[src/rtl/mem_bus_pkg.sv]
// Shared types and constants for the MAR/MDR memory bus controller.
// The optional MFC timeout is enabled by defining MEM_TIMEOUT_EN.
package mem_bus_pkg;

  localparam int ADDR_W_DEF = 16;
  localparam int DATA_W_DEF = 16;

  localparam logic RW_READ  = 1'b1;
  localparam logic RW_WRITE = 1'b0;

  typedef enum logic [2:0] {
    IDLE    = 3'd0,
    SETUP   = 3'd1,
    STROBE  = 3'd2,
    CAPTURE = 3'd3,
    RELEASE = 3'd4,
    DONE    = 3'd5
  } state_t;

endpackage

[src/rtl/sync_bit.sv]
// Single-bit synchronizer: a STAGES-deep flop chain with synchronous reset.
module sync_bit #(
  parameter int STAGES = 2
) (
  input  logic clk,
  input  logic reset,
  input  logic d,
  output logic q
);

  logic [STAGES-1:0] chain;

  always_ff @(posedge clk) begin
    if (reset) chain <= '0;
    else       chain <= {chain[STAGES-2:0], d};
  end

  assign q = chain[STAGES-1];

endmodule

[src/rtl/mem_bus_ctrl.sv]
// MAR/MDR controller bridging the CPU to the MFC-handshake memory.
// Define MEM_TIMEOUT_EN to abort transfers whose MFC edge never arrives.
//
// state   | meaning
// IDLE    | waiting for cpu_req
// SETUP   | address/RW/data driven, mem_en low for one cycle
// STROBE  | mem_en high, waiting for an MFC rising edge
// CAPTURE | mem_en high, read data latched into MDR
// RELEASE | mem_en low, waiting for MFC to fall
// DONE    | one-cycle cpu_ack
module mem_bus_ctrl
  import mem_bus_pkg::*;
#(
  parameter int ADDR_W      = ADDR_W_DEF,
  parameter int DATA_W      = DATA_W_DEF,
  parameter int SYNC_STAGES = 2,
  parameter int TIMEOUT_CYC = 64
) (
  input  logic              clk,
  input  logic              reset,
  input  logic              cpu_req,
  input  logic              cpu_rw,
  input  logic [ADDR_W-1:0] cpu_addr,
  input  logic [DATA_W-1:0] cpu_wdata,
  output logic              cpu_ack,
  output logic [DATA_W-1:0] cpu_rdata,
  output logic              busy,
  output logic              err,
  output logic              mem_en,
  output logic              mem_rw,
  output logic [ADDR_W-1:0] mem_addr,
  output logic [DATA_W-1:0] mem_wdata,
  input  logic [DATA_W-1:0] mem_rdata,
  input  logic              mem_mfc
);

  if (SYNC_STAGES < 2 || TIMEOUT_CYC < 2) begin : g_bad_param
    $error("mem_bus_ctrl: SYNC_STAGES must be >= 2 and TIMEOUT_CYC >= 2");
  end

  state_t            state, state_nxt;
  logic [ADDR_W-1:0] mar;
  logic [DATA_W-1:0] mdr;
  logic [DATA_W-1:0] rdata_q;
  logic              rw_q;
  logic              mfc_s;
  logic              low_seen;
  logic              accept;
  logic              strobe_go;
  logic              release_go;
  logic              timeout;

  sync_bit #(.STAGES(SYNC_STAGES)) u_sync_mfc (
    .clk   (clk),
    .reset (reset),
    .d     (mem_mfc),
    .q     (mfc_s)
  );

  // A stale-high MFC must be seen low before its rise counts.
  assign strobe_go  = mfc_s && low_seen;
  assign release_go = !mfc_s;

  always_ff @(posedge clk) begin
    if (reset) state <= IDLE;
    else       state <= state_nxt;
  end

  always_comb begin
    state_nxt = state;
    accept    = 1'b0;
    case (state)
      IDLE: begin
        if (cpu_req) begin
          accept    = 1'b1;
          state_nxt = SETUP;
        end
      end
      SETUP:   state_nxt = STROBE;
      STROBE: begin
        if (strobe_go)    state_nxt = CAPTURE;
        else if (timeout) state_nxt = DONE;
      end
      CAPTURE: state_nxt = RELEASE;
      RELEASE: begin
        if (release_go || timeout) state_nxt = DONE;
      end
      DONE:    state_nxt = IDLE;
      default: state_nxt = IDLE;
    endcase
  end

  always_ff @(posedge clk) begin
    if (reset) begin
      mar      <= '0;
      mdr      <= '0;
      rdata_q  <= '0;
      rw_q     <= 1'b0;
      low_seen <= 1'b0;
    end else begin
      if (accept) begin
        mar  <= cpu_addr;
        rw_q <= cpu_rw;
        if (cpu_rw == RW_WRITE) mdr <= cpu_wdata;
      end
      if (state == CAPTURE && rw_q == RW_READ) begin
        mdr     <= mem_rdata;
        rdata_q <= mem_rdata;
      end
      if (state == SETUP)                 low_seen <= 1'b0;
      else if (state == STROBE && !mfc_s) low_seen <= 1'b1;
    end
  end

`ifdef MEM_TIMEOUT_EN
  localparam int CNT_W = $clog2(TIMEOUT_CYC + 1);

  logic [CNT_W-1:0] cnt;
  logic             err_q;
  logic             err_set;

  // Down-counter reloads on the cycle before each wait state is entered.
  assign timeout = (state == STROBE || state == RELEASE) && (cnt == '0);
  assign err_set = timeout && ((state == STROBE && !strobe_go) ||
                               (state == RELEASE && !release_go));

  always_ff @(posedge clk) begin
    if (reset) begin
      cnt   <= '0;
      err_q <= 1'b0;
    end else begin
      if (state == SETUP || state == CAPTURE) cnt <= CNT_W'(TIMEOUT_CYC - 1);
      else if (cnt != '0)                     cnt <= cnt - 1'b1;
      if (accept)       err_q <= 1'b0;
      else if (err_set) err_q <= 1'b1;
    end
  end

  assign err = err_q;
`else
  assign timeout = 1'b0;
  assign err     = 1'b0;
`endif

  assign busy      = (state != IDLE);
  assign cpu_ack   = (state == DONE);
  assign cpu_rdata = rdata_q;
  assign mem_en    = (state == STROBE) || (state == CAPTURE);
  assign mem_rw    = rw_q;
  assign mem_addr  = mar;
  assign mem_wdata = mdr;

endmodule

[config.mk]
export PLATFORM = sky130hd
export DESIGN_NAME = mem_bus_ctrl
export DESIGN_NICKNAME = d
export VERILOG_FILES = /design/src/rtl/mem_bus_pkg.sv /design/src/rtl/sync_bit.sv /design/src/rtl/mem_bus_ctrl.sv
export SDC_FILE = /design/constraint.sdc
export NUM_CORES = 1
export LEC_CHECK = 0
export CORE_MARGIN = 1.5
export CORE_UTILIZATION = 45
export CTS_BUF_LIST = sky130_fd_sc_hd__clkbuf_8
export CTS_CLUSTER_DIAMETER = 30
export CTS_CLUSTER_SIZE = 24
export DETAILED_ROUTE_END_ITERATION = 12
export GPL_TIMING_DRIVEN = 1
export PLACE_DENSITY = 0.95
export SYNTH_ARGS = -nofsm -noshare
export SYNTH_HDL_FRONTEND = slang
export SYNTH_SLANG_ARGS = --single-unit
[constraint.sdc]
create_clock -name clk -period 4.4 [get_ports clk]
set_input_delay 0.44 -clock clk [delete_from_list [all_inputs] [get_ports clk]]
set_output_delay 0.44 -clock clk [all_outputs]
set_load 0.01 [all_outputs]
* Word level (Yosys, flattened, before mapping)
Index checks and enable logic that the tools add are counted.
** Cells by class
- Equal/unequal tests :: 9
- Muxes and demuxes :: 9
- Reduce and logical (&&, ||, !) cells :: 11
** Operator list (count)
- 16-bit 2-to-1 mux :: 3
- 3-bit case mux with 5 select lines :: 1
- 3-bit 2-to-1 mux :: 3
- 3-bit by 2-bit equality test with 1-bit output, second input constant :: 2
- 3-bit equality test, second input constant :: 2
- 2-bit inequality test, second input constant :: 3
- 3-bit by 1-bit equality test with 1-bit output, second input constant :: 1
- 1-bit logical AND :: 3
- 3-bit zero test :: 1
- 3-bit AND reduction :: 1
- 3-bit nonzero test :: 1
- 1-bit 2-to-1 mux :: 2
- 2-bit by 1-bit inequality test with 1-bit output, second input constant :: 1
- 2-bit AND reduction :: 1
- 2-bit nonzero test :: 1
- 2-bit OR reduction :: 1
- 1-bit zero test :: 1
- 1-bit logical OR :: 1
** Word-level totals
- Flip-flop bits (word level) :: 55
- Input port bits :: 53
- Output and inout port bits :: 53
- Logic and storage cells :: 36

* Logic depth before layout (Yosys ltp)
Gate-level depths: netlist (run 1).
- Depth after elaboration :: 4
- Mapped depth :: 6
- Gate-level depth less buffers :: 3

* Cells and area by module
Synthesis (run 1) repeated with hierarchy kept, for this count alone.
** Unflattened totals
- Cells, all modules :: 257
- Area, all modules :: 2262.2 um^2
** By module, submodules not included
- mem_bus_ctrl :: area each 2209.6 um^2, sequential area each 1061.0 um^2, cells an instance 253, instances 1
- sync_bit :: area each 52.6 um^2, sequential area each 40.0 um^2, cells an instance 4, instances 1

* Worst setup path before layout (run 1)
OpenSTA, ideal clock, no wires.
- Kind :: input-to-reg
- Start point :: input port cpu_rw
- End point :: register mdr[0], in the netlist mem_wdata[0]
- Stages :: 4
- Data arrival time :: 1.633 ns
- Setup slack :: 2.620 ns
- Buffers on the path :: 1
- Path through :: or4b_4 a21oi_1 buf_4 a221oi_2
** Between the ends
- Cells in the longest elaborated chain, start to end :: 2
** RTL lines
- from (decl) :: line mem_bus_ctrl.sv:22 : input logic cpu_rw,
- 2-bit by 1-bit inequality test with 1-bit output (no line)
- 2-bit AND reduction (no line)
- to (signal assigned) :: line mem_bus_ctrl.sv:104 : if (cpu_rw == RW_WRITE) mdr <= cpu_wdata;
- to (signal assigned) :: line mem_bus_ctrl.sv:107 : mdr <= mem_rdata;
- to (decl) :: line mem_bus_ctrl.sv:43 : logic [DATA_W-1:0] mdr;
Every way passes these cells.
A chain may end at the register's enable or synchronous reset.

* Final worst setup path (run 1)
- Start point :: input port cpu_req
- End point :: register mdr[13], in the netlist mem_wdata[13]
** Between the ends
- Cells in the longest elaborated chain, start to end :: 4
** RTL lines
- from (decl) :: line mem_bus_ctrl.sv:21 : input logic cpu_req,
- 1-bit 2-to-1 mux :: line mem_bus_ctrl.sv:74 : if (cpu_req) begin
- 1-bit 2-to-1 mux :: line mem_bus_ctrl.sv:72 : case (state)
- 2-bit nonzero test (no line)
- 2-bit AND reduction (no line)
Every way passes these cells.

==> results.md, run 1 <==
- Diodes inserted: 0
- Syn-to-layout area delta: 49.14%
- Grt total ovfl: 0
- WP buf/inv: 1
- Via/cell ratio: a little over 5
- Delay-heaviest family, CP: compound AO/OA/AOI/OAI gates
- Slew @ Worst Pin: about 1.2 ns
- Via count: 2093
- Die height: roughly 74 um
- CP cell instances: clkdlybuf4s50_1 -> or4b_4 -> a21oi_2 -> a221oi_1
- Setup bufs post-CTS: 0
- Initial antenna violation count: 0
- Antenna-violating nets left: 0
- Die area: 5470 um^2
- Final min period: about 2.3 ns
- Number of synthesized flops with an enable pin: 0
- Worst Path Required: ~4.5 ns
- Final setup viols: 0
- Gr usage total: 21.33%
- DRC Markers: 0
- PwrDens: roughly 320 nW/um^2
- Primary FF master, synth: dfxtp_1
- Yosys warns: 0
- H-tree depth: 2
- Root buffer cell: clkbuf_8
- Crit start category: input pin
- Rel. slew slack: a little under a quarter
- Row count: 25
- Gate Count Post-Synth: between 200 and 300
- Drt wl/cell: ~14 um
- Final wirelength: 5678 um
- Largest net degree at the start of global routing: 56
- CTS tree: built
- First drt pass iteration count: 4
- Max FO, Critical Path: 16
- Count of buffers from port buffering: between 100 and 150
- Inserted Clock Buffers: 5
- Largest stage delay on the critical path: ~0.73 ns
- Final period util: 51.69%
- First-pass GRT wire length: 9039 um
- Sum of negative setup slack: 0 ns
- Fraction of layout cells with a size suffix above 1: roughly 6.9%
- Most frequent cells in the layout: clkdlybuf4s50_1 (103), nand2_1 (68), dfxtp_1 (55)
- Worst EP arrival: between 2 and 2.5 ns
- Unrepaired setup endpoints after global routing: no
- CORE AREA: 4786 um^2
- Clk slew on worst S/H paths: about 0.09 ns
- HPWL after DPL: 3926 um
- Status: finished clean
- Maximum VDD drop: between 0.2 and 0.25 mV
- PnR worst setup slack: between 2 and 2.5 ns
- Synth Cell Area: about 2300 um^2
- Setup WS pre-CTS: 1.749 ns
- CP endpoint kind: flop
- Commonest non-fill, non-tap cell in the layout: clkdlybuf4s50_1
- Flop2flop setup slack: 2.19 ns
- F_max: ~440 MHz
- Final Hold Viols: 0
- Clock tree buffer depth: 2
- Vias in the first global route: 1991
- CTS resizes: 0
- Die X: approximately 74 um
- Final Wtd Congestion: slightly above 0.7
- Clk_skew: around 0.0022 ns
- First DRT Iteration DRCs: 106
- Top Ports: about 110
- Clock Latency Late Sink: roughly 0.3 ns
- Library cells used by synthesis: 31
- Ys async rst share: 0%
- WS Path Type: in2reg
- Starting Density: between 40 and 50%
- Layout Nets: between 300 and 400
- Pins Over Slew Limit: 0
- Top cell type's share of synthesized area: 48.59%
- Seq/Total Area, Yosys: roughly 50%
- CP max-delay cell: a21oi_2
- Fillers: a little under 400
- Dominant cell type by area after synthesis: dfxtp_1
- Static Leakage: about 1.3 nW
- FF+latch count, synth: 55
- Clk sinks: 55
- Syn_nets: ~310
- CTS Hold Bufs: 0
- Mapped Avg Cell Area: around 9 um^2
- Max_cap viols: 0
- Min-Delay Path Class: reg2reg
- Most area-consuming cells after synthesis: dfxtp_1 (49%), nand2_1 (11%), a21oi_1 (8.0%)
## worst register-to-register path: stages, from the launching register on
cell and delay, ns:
dfxtp_1 0.65, and4b_1 1.06, nor2_1 0.15, a221oi_2 0.26
## power by group
group          internal (W)  leakage (nW)  total [W]  switching (W)
logic              0.000126         0.771   0.000218      0.0000919
registers          0.000529         0.449   0.000552      0.0000239
clock network      0.000142        0.0557   0.000296       0.000155
## synth_stat cells (2+ instances only)
library cell / instances
nand2_1: 68
buf_4: 2
a21oi_1: 36
mux2i_1: 16
nor2_1: 18
clkbuf_1: 15
buf_2: 4
nand3_1: 2
a221oi_1: 6
a221oi_2: 10
nor2b_1: 3
dfxtp_1: 55
buf_6: 3
## layout make-up
cell class | instances | area (um^2) | share of cell area, %
sequential | 55 | 1101 | 32.58
tap | 67 | 83.83 | 2.481
clock inverter | 1 | 3.754 | 0.1111
multi-input combinational | 177 | 1044 | 30.88
timing repair buffer | 106 | 1051 | 31.10
clock buffer | 7 | 96.34 | 2.851
## metal layers
layer,global-route usage [%],share of wire (%),up-vias
li1,-,-,1050
met1,24.05,40,957
met2,37.30,49,80
met3,8.537,9.7,6
met4,5.761,1.0,0
met5,0,0,-
## per-stage QoR
| step | instances | util, % | area [um^2] | hold WS, ns | total power, W |
|---|---|---|---|---|---|
| after global routing | 413 | 70.61 | 3379 | 0.4658 | 0.001119 |
| after global placement | 405 | 68.52 | 3279 | 0.4198 | 0.0007759 |
| after floorplan | 256 | - | 2266 | 0.4138 | 0.0006655 |
| final | 413 | 70.61 | 3379 | 0.4469 | 0.001067 |
| after detailed placement | 405 | 68.52 | 3279 | 0.4256 | 0.0007829 |
| after CTS | 413 | 70.61 | 3379 | 0.4477 | 0.001076 |
## flip-flops by register name, indices dropped and copies added, names as in the netlist
register          count
low_seen              1
state                 3
mem_rw                1
mem_wdata            16
u_sync_mfc.chain      2
cpu_rdata            16
mem_addr             16
## worst paths after layout
kind,to,cells past startpoint,start
hold reg to reg,u_sync_mfc.chain[1],1,u_sync_mfc.chain[0]
setup / recovery,mem_wdata[13],4,cpu_req
setup reg to reg,mem_wdata[1],3,state[1]
hold / removal,u_sync_mfc.chain[1],1,u_sync_mfc.chain[0]
## kinds of logic after synthesis
group | Yosys count | synth area share, %
AOI/OAI and AO/OA | 56 | 18.11
xor gates and xnor gates | 1 | 0.3866
buffers and inverters | 24 | 5.521
DFF | 55 | 48.59
muxes | 16 | 7.068
other | 1 | 0.1655
and+or+nand+nor | 103 | 20.15
(Power assumes the default switching activity.)
==> run 2: changes to the inputs <==
CORE_UTILIZATION = 38   (was 45)
PLACE_DENSITY = 0.86   (was 0.95)
clock period = 1.9 ns   (was 4.4 ns; I/O delays follow)
==> results.md, run 2 (synthesis results as in run 1) <==
- Inserted Clock Buffers: 5
- Worst Path Required: between 1.5 and 2 ns
- Clk_skew: around 0.0087 ns
- Clk pwr share: between 20% and 30%
- Min-Delay Path Class: in2reg
- Final Wtd Congestion: between 0.6 and 0.7
- Worst Hold Depth: 2
- F_max: 553.1 MHz
- Largest stage delay on the critical path: between 0.5 and 0.6 ns
- Cells after DPL: about 420
- Worst EP arrival: ~1.6 ns
- Final setup viols: 0
- Switching Share: about 25%
- CTS tree: built
- Pins Over Slew Limit: 0
- Commonest non-fill, non-tap cell in the layout: clkdlybuf4s50_1
- Share of power burned in registers: between 40% and 50%
- Row count: 27
- PwrDens: ~740 nW/um^2
- CP max-delay cell: clkdlybuf4s50_1
- Via/cell ratio: between 4 and 5
- Diodes inserted: 0
- Final min period: 1.808 ns
- First-pass GRT wire length: between 9000 and 10000 um
- Worst Reg-to-Reg Cells: 4
- Fraction of layout cells with a size suffix above 1: approximately a tenth
- Clock tree buffer depth: 2
- Via count: 2132
- Antenna-violating nets left: 0
- Syn-to-layout area delta: 55.27%
- WS Path Type: reg2out
- CTS Hold Bufs: 0
- Static Leakage: approximately 1.4 nW
- Die area: approximately 6400 um^2
- HPWL after DPL: 4183 um
- Combinational share of power: 21.4%
- Final period util: a little over nine tenths
- Max FO, Critical Path: 12
- Status: finished clean
- First drt pass iteration count: 4
- Pint: between 0.0015 and 0.002 W
- CORE AREA: around 5600 um^2
- Grt total ovfl: 0
- Most frequent cells in the layout: clkdlybuf4s50_1 (102), nand2_1 (68), dfxtp_1 (55)
- First DRT Iteration DRCs: 73
- Crit start category: flop
- Final wirelength: 5829 um
- Clk sinks: between 50 and 60
- Layout Nets: 407
- CP endpoint kind: output port
- Die height: about 80 um
- Finished Layout Cells: between 400 and 500
- Maximum VDD drop: about 0.44 mV
- Setup bufs post-CTS: 0
- Max_cap viols: 0
- Utilization after layout: 62.36%
- Die X: 80.22 um
- Hold slack final: about 0.19 ns
- H-tree depth: 2
- Count of buffers from port buffering: ~100
- Vias in the first global route: around 2.1k
- Root buffer cell: clkbuf_8
- Final Hold Viols: 0
- Clk slew on worst S/H paths: roughly 0.10 ns
- Gr usage total: a little under a fifth
- Clock Latency Late Sink: 0.31 ns
- Sw power: 0.0006512 W
- Initial antenna violation count: 0
- CP cell instances: buf_4 -> nor2b_1 -> clkdlybuf4s50_1
- Starting Density: about two fifths
- Top Ports: around 110
- Drt wl/cell: 13.65 um
- Largest net degree at the start of global routing: between 40 and 50
- DRC Markers: 0
- Unrepaired setup endpoints after global routing: no
run 2: changes by cell type in the layout (fill, tap and decap cells not counted):
cell	before	now
clkinv_2	0	1
clkbuf_8	7	5
dlymetal6s2s_1	0	1
bufinv_16	0	1
buf_12	0	4
clkinv_4	0	1
inv_1	1	0
buf_4	2	7
clkdlybuf4s50_1	103	102
run 2: final timing paths:
| kind | slack (ns) | endpoint | start |
|---|---|---|---|
| max | 0.09 | mem_en | state[1] |
| min | 0.19 | mem_addr[6] | reset |
| min reg2reg | 0.45 | u_sync_mfc.chain[1] | u_sync_mfc.chain[0] |
| max reg2reg | 0.22 | mem_wdata[11] | state[0] |
run 2: cell type report:
class,count,area (um^2)
multi-input cells,177,1044
repair buffers,115,1171
flip-flops and latches,55,1101
fillers,480,2123
clock inverters,3,43.79
clock buffers,5,68.82
well taps,72,90.09
run 2: through the flow:
stage                     setup slack, ns  instance area [um^2]  power, W  TNS (ns)
final                             0.09210                  3518  0.002588         0
after global routing              0.02398                  3518  0.002710         0
after CTS                         0.03113                  3516  0.002621         0
after detailed placement         -0.05027                  3403  0.001850   -0.2693
after global placement           -0.01457                  3403  0.001835  -0.08396
after floorplan                    0.2013                  2266  0.001541         0
run 2: critical path, delay by kind of cell, from the launching register on:
| family | cells | cell delay [ns] |
|---|---|---|
| buf+inv | 2 | 0.75 |
| flops | 1 | 0.43 |
| simple gates | 1 | 0.14 |
run 2: power groups by stage:
stage / sequential [W] / clock (W) / combinational, W
after floorplan: 0.00131 / 0 / 0.000226
after global placement: 0.00129 / 0 / 0.000546
after detailed placement: 0.00129 / 0 / 0.000557
after CTS: 0.00127 / 0.000795 / 0.000560
after global routing: 0.00127 / 0.000834 / 0.000600
final: 0.00127 / 0.000768 / 0.000555
run 2: what timing repair did:
action,4_1_cts,5_1_grt
endpoints found under the setup margin,0,1
endpoints found under the hold margin,0,0
resized for setup,0,1
run 2: per-layer routing:
metal / vias to the layer above / wire, um / track usage [%]
met5: - / 0 / 0
met4: 0 / 55 / 4.655
met3: 5 / 525 / 6.250
met2: 78 / 2878 / 33.78
met1: 983 / 2370 / 20.41
li1: 1066 / - / -
